## config.mk

```make
export PLATFORM = sky130hd
export DESIGN_NAME = osd_spi_master
export DESIGN_NICKNAME = d
export VERILOG_FILES = /design/src/rtl/osd_spi_master.sv
export SDC_FILE = /design/constraint.sdc
export NUM_CORES = 1
export LEC_CHECK = 0
export ABC_CLOCK_PERIOD_IN_PS = 3300
export CORE_MARGIN = 1
export CORE_UTILIZATION = 27
export CTS_CLUSTER_SIZE = 24
export DETAILED_ROUTE_END_ITERATION = 6
export GPL_TIMING_DRIVEN = 0
export HOLD_SLACK_MARGIN = 0.15
export PLACE_DENSITY_LB_ADDON = 0.05
export SLEW_MARGIN = 20
export SYNTH_ARGS = -nofsm -noshare
export SYNTH_HDL_FRONTEND = slang
export SYNTH_SLANG_ARGS = --single-unit
```

## constraint.sdc

```tcl
create_clock -name clk_sys -period 3.3 [get_ports clk_sys]
set_clock_uncertainty 0.2 [all_clocks]
set_input_delay 0.66 -clock clk_sys [delete_from_list [all_inputs] [get_ports clk_sys]]
set_output_delay 0.66 -clock clk_sys [all_outputs]
set_load 0.005 [all_outputs]
```

## src/rtl/osd_spi_master.sv

```systemverilog
// osd_spi_master: SPI transmitter for the OSD write protocol (SCK/SS3/DI).
// Sends enable/disable commands or a line-write command followed by LINE_BYTES
// data bytes fetched from a byte-wide line buffer. MSB first, data changes on
// SCK falling edge, SCK idles low, SS3 active low.
// Optional feature macro: OSD_SPI_FILL_EN (adds fill_en/fill_byte; a line write
// accepted with fill_en=1 sends fill_byte for every data byte without reads).
module osd_spi_master #(
    parameter int unsigned CLK_DIV    = 4,
    parameter int unsigned LINE_BYTES = 256,
    parameter int unsigned GAP_CYCLES = 8
) (
    input  logic       clk_sys,
    input  logic       reset_n,
    input  logic       cmd_valid,
    output logic       cmd_ready,
    input  logic [1:0] cmd_op,
    input  logic [3:0] cmd_line,
    output logic [7:0] data_addr,
    output logic       data_rd,
    input  logic [7:0] data_in,
`ifdef OSD_SPI_FILL_EN
    input  logic       fill_en,
    input  logic [7:0] fill_byte,
`endif
    output logic       busy,
    output logic       done,
    output logic       SPI_SCK,
    output logic       SPI_SS3,
    output logic       SPI_DI
);

    localparam int unsigned CNT_MAX = (CLK_DIV > GAP_CYCLES) ? CLK_DIV : GAP_CYCLES;
    localparam int unsigned DIV_W   = $clog2(CNT_MAX + 1);
    localparam logic [DIV_W-1:0] DIV_LAST = DIV_W'(CLK_DIV - 1);
    // GAP state plus the first IDLE cycle give GAP_CYCLES of SS3 high
    localparam logic [DIV_W-1:0] GAP_LAST = DIV_W'((GAP_CYCLES >= 2) ? (GAP_CYCLES - 2) : 0);
    localparam logic [8:0]       BCNT_LAST = 9'(LINE_BYTES - 1);

    typedef enum logic [2:0] {
        ST_IDLE,
        ST_SETUP,
        ST_SHIFT,
        ST_FETCH,
        ST_END,
        ST_GAP
    } state_t;

    state_t           r_state, w_state;
    logic [DIV_W-1:0] r_div, w_div;
    logic [2:0]       r_bit, w_bit;
    logic [7:0]       r_sh, w_sh;
    logic [8:0]       r_cnt, w_cnt;
    logic             r_is_cmd, w_is_cmd;
    logic             r_line_op, w_line_op;
    logic             r_fill, w_fill;
    logic [7:0]       r_fill_byte, w_fill_byte;
    logic             r_sck, w_sck;
    logic             r_ss3, w_ss3;
    logic             r_di, w_di;
    logic             r_rd, w_rd;
    logic             r_done, w_done;
    logic             r_ready, w_ready;
    logic             r_busy;
    logic             w_fill_req;
    logic [7:0]       w_fill_val;
    logic [7:0]       w_load;

`ifdef OSD_SPI_FILL_EN
    assign w_fill_req = fill_en;
    assign w_fill_val = fill_byte;
`else
    assign w_fill_req = 1'b0;
    assign w_fill_val = 8'h00;
`endif

    assign w_load = r_fill ? r_fill_byte : data_in;

    // State and datapath registers
    always_ff @(posedge clk_sys or negedge reset_n) begin
        if (!reset_n) begin
            r_state     <= ST_IDLE;
            r_div       <= '0;
            r_bit       <= 3'd7;
            r_sh        <= 8'h00;
            r_cnt       <= 9'd0;
            r_is_cmd    <= 1'b0;
            r_line_op   <= 1'b0;
            r_fill      <= 1'b0;
            r_fill_byte <= 8'h00;
            r_sck       <= 1'b0;
            r_ss3       <= 1'b1;
            r_di        <= 1'b0;
            r_rd        <= 1'b0;
            r_done      <= 1'b0;
            r_ready     <= 1'b1;
            r_busy      <= 1'b0;
        end else begin
            r_state     <= w_state;
            r_div       <= w_div;
            r_bit       <= w_bit;
            r_sh        <= w_sh;
            r_cnt       <= w_cnt;
            r_is_cmd    <= w_is_cmd;
            r_line_op   <= w_line_op;
            r_fill      <= w_fill;
            r_fill_byte <= w_fill_byte;
            r_sck       <= w_sck;
            r_ss3       <= w_ss3;
            r_di        <= w_di;
            r_rd        <= w_rd;
            r_done      <= w_done;
            r_ready     <= w_ready;
            r_busy      <= ~w_ready;
        end
    end

    // Next-state and next-output logic
    always_comb begin
        w_state     = r_state;
        w_div       = r_div + 1'b1;
        w_bit       = r_bit;
        w_sh        = r_sh;
        w_cnt       = r_cnt;
        w_is_cmd    = r_is_cmd;
        w_line_op   = r_line_op;
        w_fill      = r_fill;
        w_fill_byte = r_fill_byte;
        w_sck       = r_sck;
        w_ss3       = r_ss3;
        w_di        = r_di;
        w_rd        = 1'b0;
        w_done      = 1'b0;
        case (r_state)
            ST_IDLE: begin
                w_div = '0;
                if (cmd_valid) begin
                    w_cnt       = 9'd0;
                    w_bit       = 3'd7;
                    w_is_cmd    = 1'b1;
                    w_line_op   = (cmd_op == 2'b00);
                    w_fill      = w_fill_req;
                    w_fill_byte = w_fill_val;
                    case (cmd_op)
                        2'b00:   w_sh = 8'h20 | {4'h0, cmd_line};
                        2'b01:   w_sh = 8'h41;
                        2'b10:   w_sh = 8'h40;
                        default: w_sh = r_sh;
                    endcase
                    if (cmd_op == 2'b11) begin
                        w_done = 1'b1;
                    end else begin
                        w_state = ST_SETUP;
                        w_ss3   = 1'b0;
                        w_di    = w_sh[7];
                    end
                end
            end
            ST_SETUP: begin
                if (r_div == DIV_LAST) begin
                    w_div   = '0;
                    w_state = ST_SHIFT;
                end
            end
            ST_SHIFT: begin
                if (r_div == DIV_LAST) begin
                    w_div = '0;
                    if (!r_sck) begin
                        w_sck = 1'b1;
                    end else begin
                        w_sck = 1'b0;
                        if (r_bit != 3'd0) begin
                            w_bit = r_bit - 3'd1;
                            w_sh  = {r_sh[6:0], 1'b0};
                            w_di  = r_sh[6];
                        end else if (r_is_cmd ? r_line_op : (r_cnt < BCNT_LAST)) begin
                            w_state = ST_FETCH;
                            w_rd    = ~r_fill;
                            if (!r_is_cmd) begin
                                w_cnt = r_cnt + 9'd1;
                            end
                        end else begin
                            w_state = ST_END;
                        end
                    end
                end
            end
            ST_FETCH: begin
                // buffer answers one cycle after the strobe; load inside this low half
                if (r_div == DIV_W'(1)) begin
                    w_sh     = w_load;
                    w_di     = w_load[7];
                    w_bit    = 3'd7;
                    w_is_cmd = 1'b0;
                end
                if (r_div == DIV_LAST) begin
                    w_div   = '0;
                    w_sck   = 1'b1;
                    w_state = ST_SHIFT;
                end
            end
            ST_END: begin
                if (r_div == DIV_LAST) begin
                    w_div   = '0;
                    w_ss3   = 1'b1;
                    w_state = ST_GAP;
                end
            end
            ST_GAP: begin
                if (r_div >= GAP_LAST) begin
                    w_div   = '0;
                    w_done  = 1'b1;
                    w_state = ST_IDLE;
                end
            end
            default: w_state = ST_IDLE;
        endcase
        w_ready = (w_state == ST_IDLE);
    end

    assign cmd_ready = r_ready;
    assign busy      = r_busy;
    assign done      = r_done;
    assign data_rd   = r_rd;
    assign data_addr = r_cnt[7:0];
    assign SPI_SCK   = r_sck;
    assign SPI_SS3   = r_ss3;
    assign SPI_DI    = r_di;

endmodule

```

==> results.json, run 1 <==
{
  "status": "finished, final reports clean",
  "syn-mean-instance-area_sq_um": 10.0,
  "cell_pwr_density_nw_per_um2": 737,
  "ff2ff_path_depth": 6,
  "worstSetupStartpointType": "flip-flop",
  "coreArea_sq_um": 7410,
  "synth_fp_nets": 239,
  "syn_area_sq_um": 2110,
  "drt_first_pass_iters": 4,
  "drt.antenna.violating_nets": 0,
  "hp-class": "reg2reg",
  "holdPathEnd": "r_bit[1]",
  "sum_of_negative_setup_slack_ns": 0,
  "synth.yosys.seq_area_share": 0.430,
  "post_synth_main_area_contributors": "dfrtp_1 (37%), ha_1 (6.5%), dfstp_2 (6.2%)",
  "fmaxAchievable_mhz": 343,
  "fin_crit_sh": 0.883,
  "wl_per_cell_um": 13.4,
  "timing.reg2reg.setup_slack_ns": 0.39,
  "final_nets": 279,
  "cts.path.max_buffers": 2,
  "max_slew.worst_pin.slew_ns": 0.631,
  "number_of_buffers_created_by_cts": 5,
  "grt_pass1_wl_um": 8050,
  "static-leakage-power_uw": 0.00117,
  "cts.clk_slew.worst_paths_ns": 0.07,
  "timing.final.max_slew_violations": 0,
  "floorplan.initialDensity": 0.285,
  "mostFrequentLayoutCell": "dfrtp_1",
  "final-seq-area_sq_um": 907,
  "routed-via-count": 1598,
  "clkLatencyLatePin_ns": 0.28,
  "setup_repair_after_global_routing_missed_its_margin": "no",
  "timing.slew.headroom": 0.578,
  "synthFlopType": "dfrtp_1",
  "crit-reg2reg-capture": "r_sh[0]",
  "detail_route.iter0.violations": 35,
  "hold_viol": 0,
  "critical-path-slowest-cell": "a2111oi_4",
  "dieArea_sq_um": 8170,
  "boundaryPins": 32,
  "worstPathRequired_ns": 3.27,
  "place.gp.congestion": 0.709,
  "synth-warning-count": 0,
  "syn_to_final_growth_pct": 26.4,
  "critical_path.max_fanout": 9,
  "critical_path.cell_chain": "ha_1, nor3b_4, nand2_2, a2111oi_4, a21boi_4, mux2_2",
  "wirelength_um": 4710,
  "cts_setup_buffers": 0,
  "clock_tree.root_cell": "clkbuf_8",
  "path_buf_inv": 0,
  "yosysTopAreaCell": "dfrtp_1",
  "synth.ff_latch_count": 36,
  "vdd_ir_drop_max_v": 0.000275,
  "synth.lib_cells_used.distinct": 46,
  "clock-sinks": 36,
  "synth-edff-count": 0,
  "first_global_vias": 1626,
  "gr-usage-all-layers": 0.125,
  "combined_area_of_the_multi_input_logic_cells_sq_um": 1060,
  "final_cell_mix": "dfrtp_1 (31), clkdlybuf4s50_1 (30), nand2_1 (19), nor2_1 (17), nand3_1 (14)",
  "holdCritStartpoint": "r_bit[1]",
  "holdPathStages": 2,
  "finalHoldWorstSlack_ns": 0.301,
  "routed_via_density": 4.55,
  "synth.top_cell.area_share": 0.368,
  "synthesis.instances": 211,
  "global_route.overflow_total": 0,
  "cp_num_cells": 6,
  "numPortBuffers": 31,
  "min_period_ns": 2.91,
  "crit_arrival_ns": 2.88,
  "maximum_number_of_pins_on_one_net_before_global_route_repair": 20,
  "cts_repair_resize_count": 0,
  "dp_hpwl_um": 3530,
  "cts_tree": "built",
  "max_cap_viols": 0,
  "drive_above_1_share": 0.183,
  "fp-row-count": 31,
  "critical-path-max-stage-delay_ns": 0.63,
  "htreeDepth": 2,
  "antenna_violations_before_repair": 0,
  "num_antenna_cells": 0,
  "die_w_um": 90.4,
  "timing.rr.start": "r_div[0]",
  "setup_violations": 0,
  "layout.filler_cells": 756,
  "detail_route.drc_violations": 0,
  "share_of_synthesized_registers_carrying_an_async_set_or_reset": 1.00,
  "critical-path-top-delay-family": "compound AO/OA/AOI/OAI gates",
  "critPathKind": "reg2reg",
  "setup.worst_path.end_class": "flip-flop",
  "die_height_um": 90.4
}
-- cell families (layout without fill, tap and decap cells) --
group | Yosys count | count (layout) | synth area share
flops | 36 | 36 | 0.430
compound gates | 43 | 43 | 0.138
mux | 16 | 16 | 0.0812
fa+ha+maj | 11 | 11 | 0.0652
xor+xnor | 5 | 5 | 0.0207
buf+inv | 23 | 64 | 0.0682
simple gates | 77 | 77 | 0.197
-- per-layer routing --
layer	GRT usage	vias up	share of wire
li1	-	820	-
met1	0.177	756	0.53
met2	0.189	20	0.44
met3	0.0295	2	0.024
met4	0.0363	0	0.0066
met5	0	-	0
-- worst register-to-register path: stages (launching register included) --
cell	delay (ns)
dfrtp_1	0.42
ha_1	0.25
nor3b_4	0.38
nand2_2	0.12
a2111oi_4	0.63
a21boi_4	0.43
mux2_2	0.38
-- area by class of cell --
class,count,share of cell area
buffer,14,0.0413
clock buffer,8,0.0338
inverter,9,0.0127
multi-input combinational,152,0.397
sequential,36,0.340
tap,99,0.0464
timing repair buffer,33,0.129
-- registers in the layout, summed over array words and instances (netlist names) --
signal     count
SPI_DI         1
SPI_SCK        1
SPI_SS3        1
busy           1
cmd_ready      1
data_rd        1
done           1
r_bit          3
r_cnt          9
r_div          4
r_is_cmd       1
r_line_op      1
r_sh           8
r_state        3
-- per-stage QoR --
stage	power [uW]	instances	utilization	area, sq um	setup WS (ns)
finish	1970	351	0.360	2670	0.387
global route	2130	351	0.360	2670	0.145
CTS	2000	351	0.360	2670	0.355
detailed placement	1660	342	0.347	2570	0.169
global placement	1660	341	0.344	2540	0.158
floorplan	1380	211	-	2110	0.785
-- worst max path at each step --
stage,slack (ns),end,start
final,0.39,r_sh[0],r_div[0]
after global routing,0.14,r_sh[1],r_div[0]
after CTS,0.36,r_sh[6],r_div[0]
after detailed placement,0.17,r_sh[1],cmd_valid
after global placement,0.16,r_sh[1],cmd_valid
after floorplan,0.78,r_sh[0],r_div[0]
-- what timing repair did --
action / CTS / global route
endpoints found under the hold margin: 16 / 0
setup endpoints to repair: 0 / 0
hold buffers: 1 / 0
-- power breakdown --
group,internal (uW),switching [uW],total [uW]
Clock,170,157,328
Sequential,595,119,715
Combinational,479,445,924
-- cell usage after synthesis (3+ instances only) --
cell type,number
dfrtp_1,31
nand2_1,19
nor2_1,17
nand3_1,14
a21oi_1,13
o21ai_0,12
ha_1,11
buf_4,9
inv_1,9
mux2_2,9
mux2i_1,7
a31oi_1,6
dfstp_2,5
xor2_1,4
buf_6,3
nor2b_1,3
nor3b_1,3
(Power assumes the default switching activity.)
==> inputs of run 2 (changes only) <==
--- a/config.mk
+++ b/config.mk
@@ -13,7 +13,7 @@
 export GPL_TIMING_DRIVEN = 0
 export HOLD_SLACK_MARGIN = 0.15
 export PLACE_DENSITY_LB_ADDON = 0.05
-export SLEW_MARGIN = 20
+export SLEW_MARGIN = 40
 export SYNTH_ARGS = -nofsm -noshare
 export SYNTH_HDL_FRONTEND = slang
 export SYNTH_SLANG_ARGS = --single-unit
==> results.json, run 2 (synthesis gave the netlist of run 1 again) <==
{
  "status": "finished, final reports clean",
  "num_antenna_cells": 0,
  "largest_register": "r_cnt",
  "fin_crit_sh": 0.897,
  "first_global_vias": 1643,
  "vdd_ir_drop_max_v": 0.000278,
  "timing.final.max_slew_violations": 0,
  "cell_pwr_density_nw_per_um2": 748,
  "detail_route.drc_violations": 0,
  "place.gp.congestion": 0.709,
  "worstPathRequired_ns": 3.28,
  "mostFrequentLayoutCell": "dfrtp_1",
  "fp-row-count": 31,
  "critical_path.endpoint": "r_sh[0]",
  "placed_cell_area_sq_um": 2540,
  "final_cell_mix": "dfrtp_1 (31), clkdlybuf4s50_1 (30), nand2_1 (19), nor2_1 (17), nand3_1 (14)",
  "cts_setup_buffers": 0,
  "number_of_buffers_created_by_cts": 5,
  "critical_path.cell_chain": "inv_1, ha_1, nor3b_1, a21boi_0, a2111oi_4, a21boi_4, mux2_2",
  "fmaxAchievable_mhz": 338,
  "floorplan.initialDensity": 0.285,
  "critical-path-top-delay-family": "compound AO/OA/AOI/OAI gates",
  "finished_layout_cell_area_sq_um": 2650,
  "cts.path.max_buffers": 2,
  "cts.clk_slew.worst_paths_ns": 0.08,
  "die_w_um": 90.4,
  "drt_first_pass_iters": 4,
  "hp-class": "reg2reg",
  "clock-sinks": 36,
  "timing.reg2reg.setup_slack_ns": 0.34,
  "timing.rr.start": "r_div[1]",
  "critPathKind": "reg2reg",
  "finalHoldWorstSlack_ns": 0.291,
  "largest_register_ffs": 9,
  "global_route.overflow_total": 0,
  "maximum_number_of_pins_on_one_net_before_global_route_repair": 37,
  "fin_util": 0.357,
  "antenna_violations_before_repair": 0,
  "routed_via_density": 4.60,
  "timing.slew.headroom": 0.583,
  "drive_above_1_share": 0.187,
  "dp_hpwl_um": 3430,
  "static-leakage-power_uw": 0.00116,
  "setup_repair_after_global_routing_missed_its_margin": "no",
  "die_height_um": 90.4,
  "wirelength_um": 4820,
  "crit-reg2reg-capture": "r_sh[0]",
  "htreeDepth": 2,
  "dieArea_sq_um": 8170,
  "critical_path.max_fanout": 9,
  "setup.worst_path.end_class": "flip-flop",
  "worstSetupStartpointType": "flip-flop",
  "layout.filler_cells": 751,
  "cp_num_cells": 7,
  "critical-path-slowest-cell": "a2111oi_4",
  "max_slew.worst_pin.slew_ns": 0.626,
  "max_cap_viols": 0,
  "setup_violations": 0,
  "syn_to_final_growth_pct": 25.3,
  "wl_per_cell_um": 13.8,
  "detail_route.iter0.violations": 53,
  "layout_top_registers": "r_cnt (9), r_sh (8), r_div (4)",
  "clkLatencyLatePin_ns": 0.29,
  "boundaryPins": 32,
  "crit_arrival_ns": 2.94,
  "path_buf_inv": 1,
  "gr-usage-all-layers": 0.128,
  "routed-via-count": 1611,
  "drt.antenna.violating_nets": 0,
  "coreArea_sq_um": 7410,
  "final_nets": 278,
  "cts_tree": "built",
  "clock_tree.root_cell": "clkbuf_8",
  "ff2ff_path_depth": 7,
  "cts_repair_resize_count": 0,
  "min_period_ns": 2.96,
  "hold_viol": 0,
  "grt_pass1_wl_um": 8270,
  "critical-path-max-stage-delay_ns": 0.65,
  "sum_of_negative_setup_slack_ns": 0,
  "numPortBuffers": 31,
  "startpoint": "r_div[1]",
  "holdPathStages": 2
}
-- run 2: cell count changes in the layout (fill, tap and decap cells not counted), sizes merged --
cell / change
clkbuf: -2
clkinv: +2
buf: -1
-- run 2: stage by stage --
stage	setup WS, ns	power (uW)	cells
floorplan	0.785	1380	211
global placement	0.158	1660	341
detailed placement	0.170	1660	341
CTS	0.346	2010	350
global route	0.152	2140	350
finish	0.340	1980	350
-- run 2: metal layers --
layer / global-route usage / vias to the layer above / part of all wire / wire (um)
met5: 0 / - / 0 / 0
met4: 0.0417 / 0 / 0.0095 / 46
met3: 0.0295 / 4 / 0.036 / 173
met2: 0.190 / 32 / 0.44 / 2130
met1: 0.183 / 759 / 0.51 / 2480
li1: - / 816 / - / -
-- run 2: worst min path at each step --
stage	startpoint	endpoint	slack [ns]
2_1_floorplan	reset_n	SPI_DI	0.16
3_3_place_gp	r_line_op	r_line_op	0.28
3_5_place_dp	r_line_op	r_line_op	0.28
4_1_cts	r_line_op	r_line_op	0.30
5_1_grt	r_line_op	r_line_op	0.32
6_report	r_line_op	r_line_op	0.29
-- run 2: repair_timing --
item | CTS | global route
endpoints found under the setup margin | 0 | 0
endpoints found under the hold margin | 28 | 0
hold buffers | 1 | 0
-- run 2: cell type report --
| class | count | area, sq um | area share |
|---|---|---|---|
| tap | 99 | 124 | 0.0468 |
| inverter | 9 | 33.8 | 0.0128 |
| buffer | 14 | 110 | 0.0416 |
| multi-input combinational | 152 | 1060 | 0.401 |
| clock inverter | 2 | 10.0 | 0.00378 |
| clock buffer | 6 | 82.6 | 0.0312 |
| sequential | 36 | 907 | 0.343 |
| timing repair buffer | 32 | 318 | 0.120 |
-- run 2: power by group --
part / total (uW) / switching (uW) / internal (uW) / leakage (uW)
Combinational: 930 / 453 / 477 / 0.000659
Sequential: 715 / 120 / 595 / 0.000450
Clock: 335 / 168 / 167 / 0.0000510
Total: 1980 / 740 / 1240 / 0.00116
-- run 2: worst reg2reg max path: stages (launching register included) --
cell	delay [ns]
dfrtp_1	0.42
inv_1	0.07
ha_1	0.12
nor3b_1	0.33
a21boi_0	0.22
a2111oi_4	0.65
a21boi_4	0.44
mux2_2	0.38
